[src/rtl/cpu_seq32.sv]
// cpu_seq32: multi-cycle control sequencer for the 32-bit ARM-subset CPU.
// Walks each instruction through FETCH/DECODE/EXEC/MEM/WB, owns the PC and
// raises every memory request and register/CPSR write strobe.
module cpu_seq32 #(
  parameter logic [31:0] RESET_PC = 32'h0000_0000
) (
  input  logic        clk,
  input  logic        rst,
  input  logic        run,
  input  logic [3:0]  cpsr,
  output logic        imem_req,
  output logic [31:0] imem_addr,
  input  logic        imem_ack,
  input  logic [31:0] imem_rdata,
  output logic        dmem_req,
  output logic        dmem_we,
  input  logic        dmem_ack,
  output logic [31:0] ir,
  output logic [31:0] pc,
  output logic [31:0] link_addr,
  output logic [1:0]  wb_sel,
  output logic        reg_we,
  output logic        cpsr_we,
  output logic [2:0]  state
);

  typedef enum logic [2:0] {
    S_IDLE   = 3'd0,
    S_FETCH  = 3'd1,
    S_DECODE = 3'd2,
    S_EXEC   = 3'd3,
    S_MEM    = 3'd4,
    S_WB     = 3'd5
  } state_t;

  state_t cur, nxt;

  // Condition-code check; flags are {N,Z,C,V}.
  function automatic logic cond_pass(input logic [3:0] c, input logic [3:0] f);
    logic n, z, cf, v;
    {n, z, cf, v} = f;
    case (c)
      4'h0: cond_pass = z;
      4'h1: cond_pass = !z;
      4'h2: cond_pass = cf;
      4'h3: cond_pass = !cf;
      4'h4: cond_pass = n;
      4'h5: cond_pass = !n;
      4'h6: cond_pass = v;
      4'h7: cond_pass = !v;
      4'h8: cond_pass = cf & !z;
      4'h9: cond_pass = !cf | z;
      4'hA: cond_pass = (n == v);
      4'hB: cond_pass = (n != v);
      4'hC: cond_pass = !z & (n == v);
      4'hD: cond_pass = z | (n != v);
      4'hE: cond_pass = 1'b1;
      default: cond_pass = 1'b0;
    endcase
  endfunction

  logic [2:0]  opc;
  logic        is_dp, is_ls, is_br, cond_ok;
  logic [31:0] pc_plus4, br_target;
  state_t      bnd;

  assign opc       = ir[27:25];
  assign is_dp     = (opc[2:1] == 2'b00);
  assign is_ls     = (opc[2:1] == 2'b01);
  assign is_br     = (opc == 3'b101);
  assign cond_ok   = cond_pass(ir[31:28], cpsr);
  assign pc_plus4  = pc + 32'd4;
  assign br_target = pc + 32'd8 + {{6{ir[23]}}, ir[23:0], 2'b00};
  // Instruction boundary: run is only honoured here.
  assign bnd       = run ? S_FETCH : S_IDLE;

  // Moore outputs decoded from state and the latched instruction.
  assign state     = cur;
  assign imem_req  = (cur == S_FETCH);
  assign imem_addr = pc;
  assign dmem_req  = (cur == S_MEM);
  assign dmem_we   = (cur == S_MEM) & ~ir[20];
  assign reg_we    = (cur == S_WB);
  assign cpsr_we   = (cur == S_WB) & is_dp & ir[20];

  // State register.
  always_ff @(posedge clk) begin
    if (rst) cur <= S_IDLE;
    else     cur <= nxt;
  end

  // Next-state decode.
  always_comb begin
    nxt = cur;
    case (cur)
      S_IDLE:   if (run) nxt = S_FETCH;
      S_FETCH:  if (imem_ack) nxt = S_DECODE;
      S_DECODE: nxt = cond_ok ? S_EXEC : bnd;
      S_EXEC: begin
        if (is_dp)      nxt = S_WB;
        else if (is_ls) nxt = S_MEM;
        else if (is_br) nxt = ir[24] ? S_WB : bnd;
        else            nxt = bnd;
      end
      S_MEM:    if (dmem_ack) nxt = ir[20] ? S_WB : bnd;
      S_WB:     nxt = bnd;
      default:  nxt = S_IDLE;
    endcase
  end

  // PC, IR, link address and writeback-source registers.
  always_ff @(posedge clk) begin
    if (rst) begin
      pc        <= RESET_PC;
      ir        <= '0;
      link_addr <= '0;
      wb_sel    <= '0;
    end else begin
      case (cur)
        S_FETCH:  if (imem_ack) ir <= imem_rdata;
        S_DECODE: if (!cond_ok) pc <= pc_plus4;
        S_EXEC: begin
          if (is_dp) begin
            wb_sel <= 2'd0;
          end else if (is_br) begin
            pc <= br_target;
            if (ir[24]) begin
              link_addr <= pc_plus4;
              wb_sel    <= 2'd2;
            end
          end else if (!is_ls) begin
            pc <= pc_plus4;            // undefined opcode runs as a NOP
          end
        end
        S_MEM: begin
          if (dmem_ack) begin
            if (ir[20]) wb_sel <= 2'd1;
            else        pc     <= pc_plus4;
          end
        end
        S_WB:     if (!is_br) pc <= pc_plus4;  // BL already retargeted pc
        default: ;
      endcase
    end
  end

endmodule
[config.mk]
export PLATFORM = sky130hd
export DESIGN_NAME = cpu_seq32
export DESIGN_NICKNAME = d
export VERILOG_FILES = /design/src/rtl/cpu_seq32.sv
export SDC_FILE = /design/constraint.sdc
export NUM_CORES = 1
export LEC_CHECK = 0
export BUFFER_PORTS_ARGS = -buffer_cell sky130_fd_sc_hd__buf_2
export CORE_MARGIN = 5
export CORE_UTILIZATION = 59
export CTS_CLUSTER_SIZE = 25
export DETAILED_ROUTE_END_ITERATION = 10
export PLACE_DENSITY = 0.87
export SYNTH_ARGS = -nofsm -noshare
export SYNTH_HDL_FRONTEND = slang
export SYNTH_SLANG_ARGS = --single-unit
[constraint.sdc]
create_clock -name clk -period 4.3 [get_ports clk]
set_input_delay 0.86 -clock clk [delete_from_list [all_inputs] [get_ports clk]]
set_output_delay 0.86 -clock clk [all_outputs]
set_load 0.02 [all_outputs]
==> results of run 1 <==
power breakdown:
part	total, mW	switching, mW	internal, mW	leakage [nW]
Clock	0.823	0.356	0.466	0.150
Combinational	0.389	0.254	0.135	2.82
Sequential	0.981	0.0518	0.929	0.784
path summary, 6_finish.rpt:
path	start	end	slack, ps	depth (start not counted)
worst max-delay path	imem_addr[3]	imem_addr[31]	900	13
worst min-delay path	ir[21]	ir[21]	470	2
worst max register to register	imem_addr[3]	imem_addr[31]	900	13
worst min register to register	ir[21]	ir[21]	470	2
critical path: stages, from the launching register on:
cell      delay, ps
dfxtp_1         430
inv_1            70
ha_1            280
inv_1            50
ha_1            210
fa_1            230
a21o_1          170
nand4_1         160
a211o_1         370
a211oi_1        410
o221ai_1        300
a21oi_1         230
o211ai_1        150
a32o_1          220
cell families (layout without fill, tap and decap cells):
family | after synthesis | after routing | share of synthesized area, %
AO/OA/AOI/OAI | 271 | 271 | 24.6
XOR/XNOR | 46 | 46 | 5.77
adder cells (fa/ha/maj) | 59 | 59 | 10.7
buffers and inverters | 111 | 230 | 8.39
flip-flops | 97 | 97 | 27.8
multiplexers | 8 | 8 | 1.15
other | 1 | 6 | 0.0538
AND/OR/NAND/NOR | 323 | 323 | 21.5
area by class of cell:
| cell class | count | area [um2] |
|---|---|---|
| Clock buffer | 11 | 243 |
| Timing Repair Buffer | 194 | 1030 |
| Sequential cell | 97 | 1940 |
| Multi-Input combinational cell | 713 | 4480 |
| Fill cell | 1003 | 3520 |
| Inverter | 20 | 75.1 |
| Clock inverter | 5 | 53.8 |
| Tap cell | 143 | 179 |
layer usage:
layer	vias to the layer above	track usage [%]	share of wire [%]
met2	367	41.2	42
met1	3261	39.1	44
li1	3501	-	-
met5	-	0	0
met4	0	8.62	1.8
met3	28	6.54	11
cells in the final DEF, fill, tap and decap left out, types with 10 or more instances in the layout:
cell type    n
buf_2      172
nand2_1    125
dfxtp_1     97
a21oi_1     95
nor2_1      79
ha_1        58
o21ai_0     53
a211oi_1    37
xnor2_1     25
nand3_1     22
buf_4       22
xor2_1      21
inv_1       20
and3_1      18
a21o_1      18
nor3_1      16
nand4_1     13
and2_1      10
o211ai_1    10
flip-flops by register name (all words and copies together) (netlist names):
name,count
imem_addr,30
state,3
link_addr,30
ir,32
wb_sel,2
==> results.txt, run 1 <==
Synth top area share - 27.8%
N_diodes - 0
Port bufs - 172
Synthesized flop and latch total - 97
Total CTS buffers - 9
Fmax achieved - 0.294 GHz
Final hold viol count - 0
Syn Area/Cell - 7.62 um2
TritonCTS Sinks - 97
Die H - 119 um
Startpoint types - register
Starting Density - 60.6%
RSZ-0062 raised after global routing - false
Hold-fix buffers, CTS - 0
Area growth from synthesis to final layout - 14.6%
Post-CTS setup buffers - 0
Clock skew - 7.67 ps
Number of routed nets with antenna violations - 0
Mapped Cells - 916
Register area share after synthesis - 27.8%
CTS max path bufs - 2
Core area - 11,500 um2
Post-cts sizing count - 0
Wire per inst - 17.0 um
Gr usage total - 27.5%
Power Density - 274 nW/um2
Nets@finish - 1,135
Crit Path Class - register to register
Number of synthesized flops with an enable pin - 0
DIE AREA - 14,100 um2
Vias in the first global route - 6,440
Later-pin clock latency in the skew report - 360 ps
Grt total ovfl - 0
Cell Area, Placed - 7700 um2
H-tree levels - 3
Headroom to the max-slew limit - 24.1%
DR vias - 7,157
Primary FF master, synth - dfxtp_1
Final core utilization - 69.4%
Most common cell in the synthesized netlist - nand2_1
CP endpoint kind - register
First-pass GRT wire length - 32.2 mm
Synth top area cells - dfxtp_1, ha_1, a21oi_1, nand2_1, nor2_1
Share of layout cells above drive strength 1 - 21.0%
# IOs - 179
Fin crit share - 79.0%
Reg clk slew, reported paths - 70 ps
Worst EP arrival - 3650 ps
Tmin final - 3400 ps
Number of max-cap violations - 0
Area leader, netlist - dfxtp_1
Crit path max fanout - 7
Post-route insts no fill - 1,183
VDD IR max - 0.205 mV
Fin area - 7990 um2
Max Slew Vio Count - 0
Syn Std Cell Area - 6980 um2
Synth cell types - 63
CTS tree - done
Final worst slack - 904 ps
Total Power - 2.19 mW
Critical Path RT - 4550 ps
Hold/Removal Path Class - register to register
Initial antenna violation count - 0
Worst Max-Slew Pin Slew - 1140 ps
Row cnt - 39
Dpl ws - 858 ps
Setup_tns - 0 ps
Final setup violation count - 0
Detail Placement HPWL - 15.0 mm
DRC marker count from the first detailed-route iteration - 565
Vias per cell - 6.05
Die width - 119 um
Drt pass-1 iters - 5
Yosys Warn Count - 0
Root buf cell - clkbuf_16
Outcome - completed
DRC viols - 0
Synth async-reset ratio - 0%
Fin Hold WS - 472 ps
Leakage - 3.75 nW
Largest net degree at the start of global routing - 47
Placed insts - 1,167
Post-synth top cells - nand2_1, dfxtp_1, a21oi_1, nor2_1, ha_1
Final GP Congestion - 0.930
Final WL - 20.2 mm
Note: power is estimated with default switching activity, not from simulation.
==> run 2: changes to the inputs <==
--- a/config.mk
+++ b/config.mk
@@ -7,10 +7,10 @@
 export LEC_CHECK = 0
 export BUFFER_PORTS_ARGS = -buffer_cell sky130_fd_sc_hd__buf_2
 export CORE_MARGIN = 5
-export CORE_UTILIZATION = 59
+export CORE_UTILIZATION = 54
 export CTS_CLUSTER_SIZE = 25
 export DETAILED_ROUTE_END_ITERATION = 10
-export PLACE_DENSITY = 0.87
+export PLACE_DENSITY = 0.8
 export SYNTH_ARGS = -nofsm -noshare
 export SYNTH_HDL_FRONTEND = slang
 export SYNTH_SLANG_ARGS = --single-unit
==> constraint.sdc (replaced) <==
create_clock -name clk -period 3.5 [get_ports clk]
set_input_delay 0.7 -clock clk [delete_from_list [all_inputs] [get_ports clk]]
set_output_delay 0.7 -clock clk [all_outputs]
set_load 0.02 [all_outputs]
==> run 2 against run 1 <==
Power increased by 29%. Critical path type unchanged. Count of clock-buffer cells in the layout decreased by 2. Clock skew about the same. Largest cell class unchanged. Hold slack improved by 3.3 ps.
==> results.txt, run 2 (synthesis gave the netlist of run 1 again) <==
Outcome - completed
R2r endpoint - imem_addr[31]
Share of layout cells above drive strength 1 - 21.9%
Total CTS buffers - 9
Later-pin clock latency in the skew report - 360 ps
RSZ-0062 raised after global routing - false
Most common cell after layout, fill and taps aside - buf_2
Vias per cell - 5.80
Critical Path RT - 3760 ps
Core area - 12,600 um2
CP endpoint kind - register
DRC viols - 0
Most frequent cells in the layout - buf_2, nand2_1, dfxtp_1
Setup_tns - 0 ps
Top reg by flops - ir
Drt pass-1 iters - 5
First-pass GRT wire length - 32.6 mm
Power Density - 345 nW/um2
Startpoint types - register
Fin crit share - 91.7%
Crit path max fanout - 7
Hold-fix buffers, CTS - 0
N_diodes - 0
DRC marker count from the first detailed-route iteration - 618
Number of routed nets with antenna violations - 0
Root buf cell - clkbuf_16
Hold Path Sink - wb_sel[0]
Final GP Congestion - 0.965
Final WL - 20.9 mm
Post-cts sizing count - 0
Vias in the first global route - 6,238
# IOs - 179
Worst Max-Slew Pin Slew - 1050 ps
Worst EP arrival - 3470 ps
Detail Placement HPWL - 15.8 mm
Hold/Removal Path Class - register to register
Reg clk slew, reported paths - 70 ps
Clock skew - 7.26 ps
Nets@finish - 1,146
Headroom to the max-slew limit - 29.9%
Area growth from synthesis to final layout - 17.3%
Fmax achieved - 0.311 GHz
Slowest-stage cell, CP - dfxtp_1
Gr usage total - 27.0%
CTS max path bufs - 2
H-tree levels - 3
Die H - 124 um
Critical path's largest stage delay - 430 ps
Max Slew Vio Count - 0
Wire per inst - 17.1 um
Post-CTS setup buffers - 0
Die width - 124 um
Crit Path Class - register to register
Final hold viol count - 0
Reg2reg path depth - 13
Worst r2r src - imem_addr[3]
Port bufs - 172
CTS tree - done
DR vias - 7,091
Reg-to-reg setup timing slack - 290 ps
Max reg flops - 32
Starting Density - 55.3%
TritonCTS Sinks - 97
Final setup violation count - 0
DIE AREA - 15,300 um2
Initial antenna violation count - 0
Grt total ovfl - 0
Critical path cell sequence - inv_1 -> ha_1 -> inv_1 -> ha_1 -> fa_1 -> a21o_1 -> nand4_1 -> a211o_1 -> a211oi_1 -> o221ai_1 -> a21oi_1 -> o211ai_1 -> a32o_1
Number of max-cap violations - 0
VDD IR max - 0.324 mV
Tmin final - 3210 ps
Hold wc startpoint - wb_sel[0]
Largest net degree at the start of global routing - 51
Min-Delay Path Depth - 2
Final core utilization - 64.8%
Row cnt - 41
Leakage - 3.83 nW
## run 2: changes by cell type in the layout (fill, tap and decap cells not counted), sizes merged
cell    before  now
buf        194  205
bufinv       1    2
clkbuf      11    9
inv         21   22
## run 2: layer usage
metal  routed length, um  track usage [%]
met3                2150             5.90
met1                9840             41.1
met5                   0                0
met2                8700             38.6
met4                 212             6.09
## run 2: how the worst max path moves through the flow
stage          slack [ps]            end         start
6_report              290  imem_addr[31]  imem_addr[3]
5_1_grt                 6  imem_addr[31]  imem_addr[3]
4_1_cts               310  imem_addr[31]  imem_addr[3]
3_5_place_dp          350  imem_addr[31]  imem_addr[3]
3_3_place_gp          450  imem_addr[30]       cpsr[3]
2_1_floorplan         560  imem_addr[25]  imem_addr[3]
## run 2: final cells by class
class,instances,area [um2]
Multi-Input combinational cell,713,4480
Fill cell,1207,4440
Sequential cell,97,1940
Timing Repair Buffer,205,1130
Clock buffer,9,225
Tap cell,172,215
Clock inverter,7,114
Inverter,20,75.1
## run 2: report_power, final
part           total (mW)  internal (mW)  switching [mW]  leakage (nW)
clock network        1.12          0.643           0.479         0.165
registers            1.20           1.14          0.0583         0.784
logic               0.498          0.175           0.324          2.88
## run 2: stage by stage
step           power (mW)  std cells  area [um2]  worst slack, ps  hold slack (ps)
6_report             2.82       1223        8180              289              475
5_1_grt              2.93       1223        8180             6.22              509
4_1_cts              2.83       1223        8180              314              476
3_5_place_dp         1.71       1207        7840              350              465
3_3_place_gp         1.71       1207        7840              451              443
2_1_floorplan        1.56        921        7000              555              533
## run 2: worst max-delay path, delay by kind of cell (launching register included)
kind / cells / cell delay [ps]
AO/OA/AOI/OAI: 7 / 1690
adder cells (fa/ha/maj): 3 / 720
flip-flops: 1 / 430
buffers and inverters: 2 / 140
AND/OR/NAND/NOR: 1 / 130
==> run 3: changes to the inputs <==
--- a/config.mk
+++ b/config.mk
@@ -11,6 +11,7 @@
 export CTS_CLUSTER_SIZE = 25
 export DETAILED_ROUTE_END_ITERATION = 10
 export PLACE_DENSITY = 0.8
+export REMOVE_ABC_BUFFERS = 1
 export SYNTH_ARGS = -nofsm -noshare
 export SYNTH_HDL_FRONTEND = slang
 export SYNTH_SLANG_ARGS = --single-unit
==> run 3 against run 2 <==
Utilization fell by 0.27 points. Critical path depth did not move. Wire length fell by 5.4%. Register-to-register slack improved by 60 ps. Maximum frequency rose by 2.0%. Design area fell by 0.41%. First-iteration DRC count rose by 3.9%. Clock skew fell by 1.8 ps. Sequential share of layout area rose by 0.098 points. Final cell count fell by 0.25%. Clock power barely moved. Combinational power fell by 3%.
==> results.txt, run 3 (synthesis gave the netlist of run 1 again) <==
Outcome - completed
Crit Path Class - register to register
Final GP Congestion - 0.913
Port bufs - 172
DRC viols - 0
Fin crit share - 90.0%
Leakage - 3.81 nW
Area growth from synthesis to final layout - 16.8%
CTS tree - done
Initial antenna violation count - 0
RSZ-0062 raised after global routing - false
Fin Hold WS - 464 ps
Worst EP arrival - 3400 ps
First-pass GRT wire length - 31.4 mm
Later-pin clock latency in the skew report - 360 ps
Core area - 12,600 um2
Die H - 124 um
Final hold viol count - 0
Final setup violation count - 0
Hold-fix buffers, CTS - 0
Total Power - 2.78 mW
Post-CTS setup buffers - 0
Hold/Removal Path Class - register to register
Clock skew - 5.41 ps
CP endpoint kind - register
Tmin final - 3150 ps
Drt pass-1 iters - 6
Gr usage total - 25.5%
VDD IR max - 0.295 mV
Starting Density - 55.3%
Row cnt - 41
TritonCTS Sinks - 97
Final core utilization - 64.6%
H-tree levels - 3
Die width - 124 um
Top reg by flops - ir
Largest net degree at the start of global routing - 74
Total CTS buffers - 9
Number of routed nets with antenna violations - 0
CTS max path bufs - 2
Critical Path RT - 3750 ps
Most common cell after layout, fill and taps aside - buf_2
Vias in the first global route - 6,340
Reg clk slew, reported paths - 70 ps
# IOs - 179
Detail Placement HPWL - 14.4 mm
DR vias - 7,190
Fmax achieved - 0.318 GHz
Crit path max fanout - 3
Post-cts sizing count - 0
Most frequent cells in the layout - buf_2, nand2_1, dfxtp_1
Nets@finish - 1,143
Root buf cell - clkbuf_16
Power Density - 341 nW/um2
Number of max-cap violations - 0
Wire per inst - 16.2 um
Final WL - 19.8 mm
N_diodes - 0
Share of layout cells above drive strength 1 - 21.7%
Vias per cell - 5.89
Headroom to the max-slew limit - 22.4%
DIE AREA - 15,300 um2
Grt total ovfl - 0
Max Slew Vio Count - 0
DRC marker count from the first detailed-route iteration - 642
Startpoint types - register
Max reg flops - 32
Filler instances - 1,177
Worst Max-Slew Pin Slew - 1160 ps
-- run 3: critical path: stages (launching register included) --
cell      delay (ps)
dfxtp_1          330
inv_1             50
ha_1             270
inv_1             60
ha_1             220
fa_1             230
a21o_1           180
nand4_1          140
a211o_1          360
a211oi_1         350
o221ai_1         300
a21oi_1          240
o211ai_1         120
a32o_1           210
-- run 3: layer usage --
layer	global-route usage (%)	part of all wire, %	up-vias
li1	-	-	3508
met2	39.0	44	321
met3	4.41	9.3	21
met5	0	0	-
met4	7.47	1.4	0
met1	36.8	45	3340
-- run 3: area by class of cell --
class	count	area, um2	area share, %
Inverter	20	75.1	0.922
Multi-Input combinational cell	713	4480	54.9
Tap cell	172	215	2.64
Clock inverter	7	103	1.26
Sequential cell	97	1940	23.8
Timing Repair Buffer	202	1110	13.6
Clock buffer	9	225	2.76
-- run 3: per-stage QoR --
stage	TNS (ps)	setup slack, ps	cells	instance area [um2]
after floorplan	-8630	-517	830	6480
after global placement	0	373	1204	7820
after detailed placement	0	264	1204	7820
after CTS	0	402	1220	8150
after global routing	0	131	1220	8150
final	0	350	1220	8150
-- run 3: path summary, 6_finish.rpt --
check / startpoint / to / slack, ps / cells past startpoint
worst max-delay path: imem_addr[3] / imem_addr[31] / 350 / 13
worst min-delay path: wb_sel[0] / wb_sel[0] / 460 / 2
worst max register to register: imem_addr[3] / imem_addr[31] / 350 / 13
worst min register to register: wb_sel[0] / wb_sel[0] / 460 / 2
-- run 3: power by group --
part           leakage, nW  internal, mW  switching (mW)  total, mW
Sequential           0.784          1.14          0.0579       1.20
Clock                0.157         0.634           0.467       1.10
Combinational         2.87         0.170           0.312      0.482
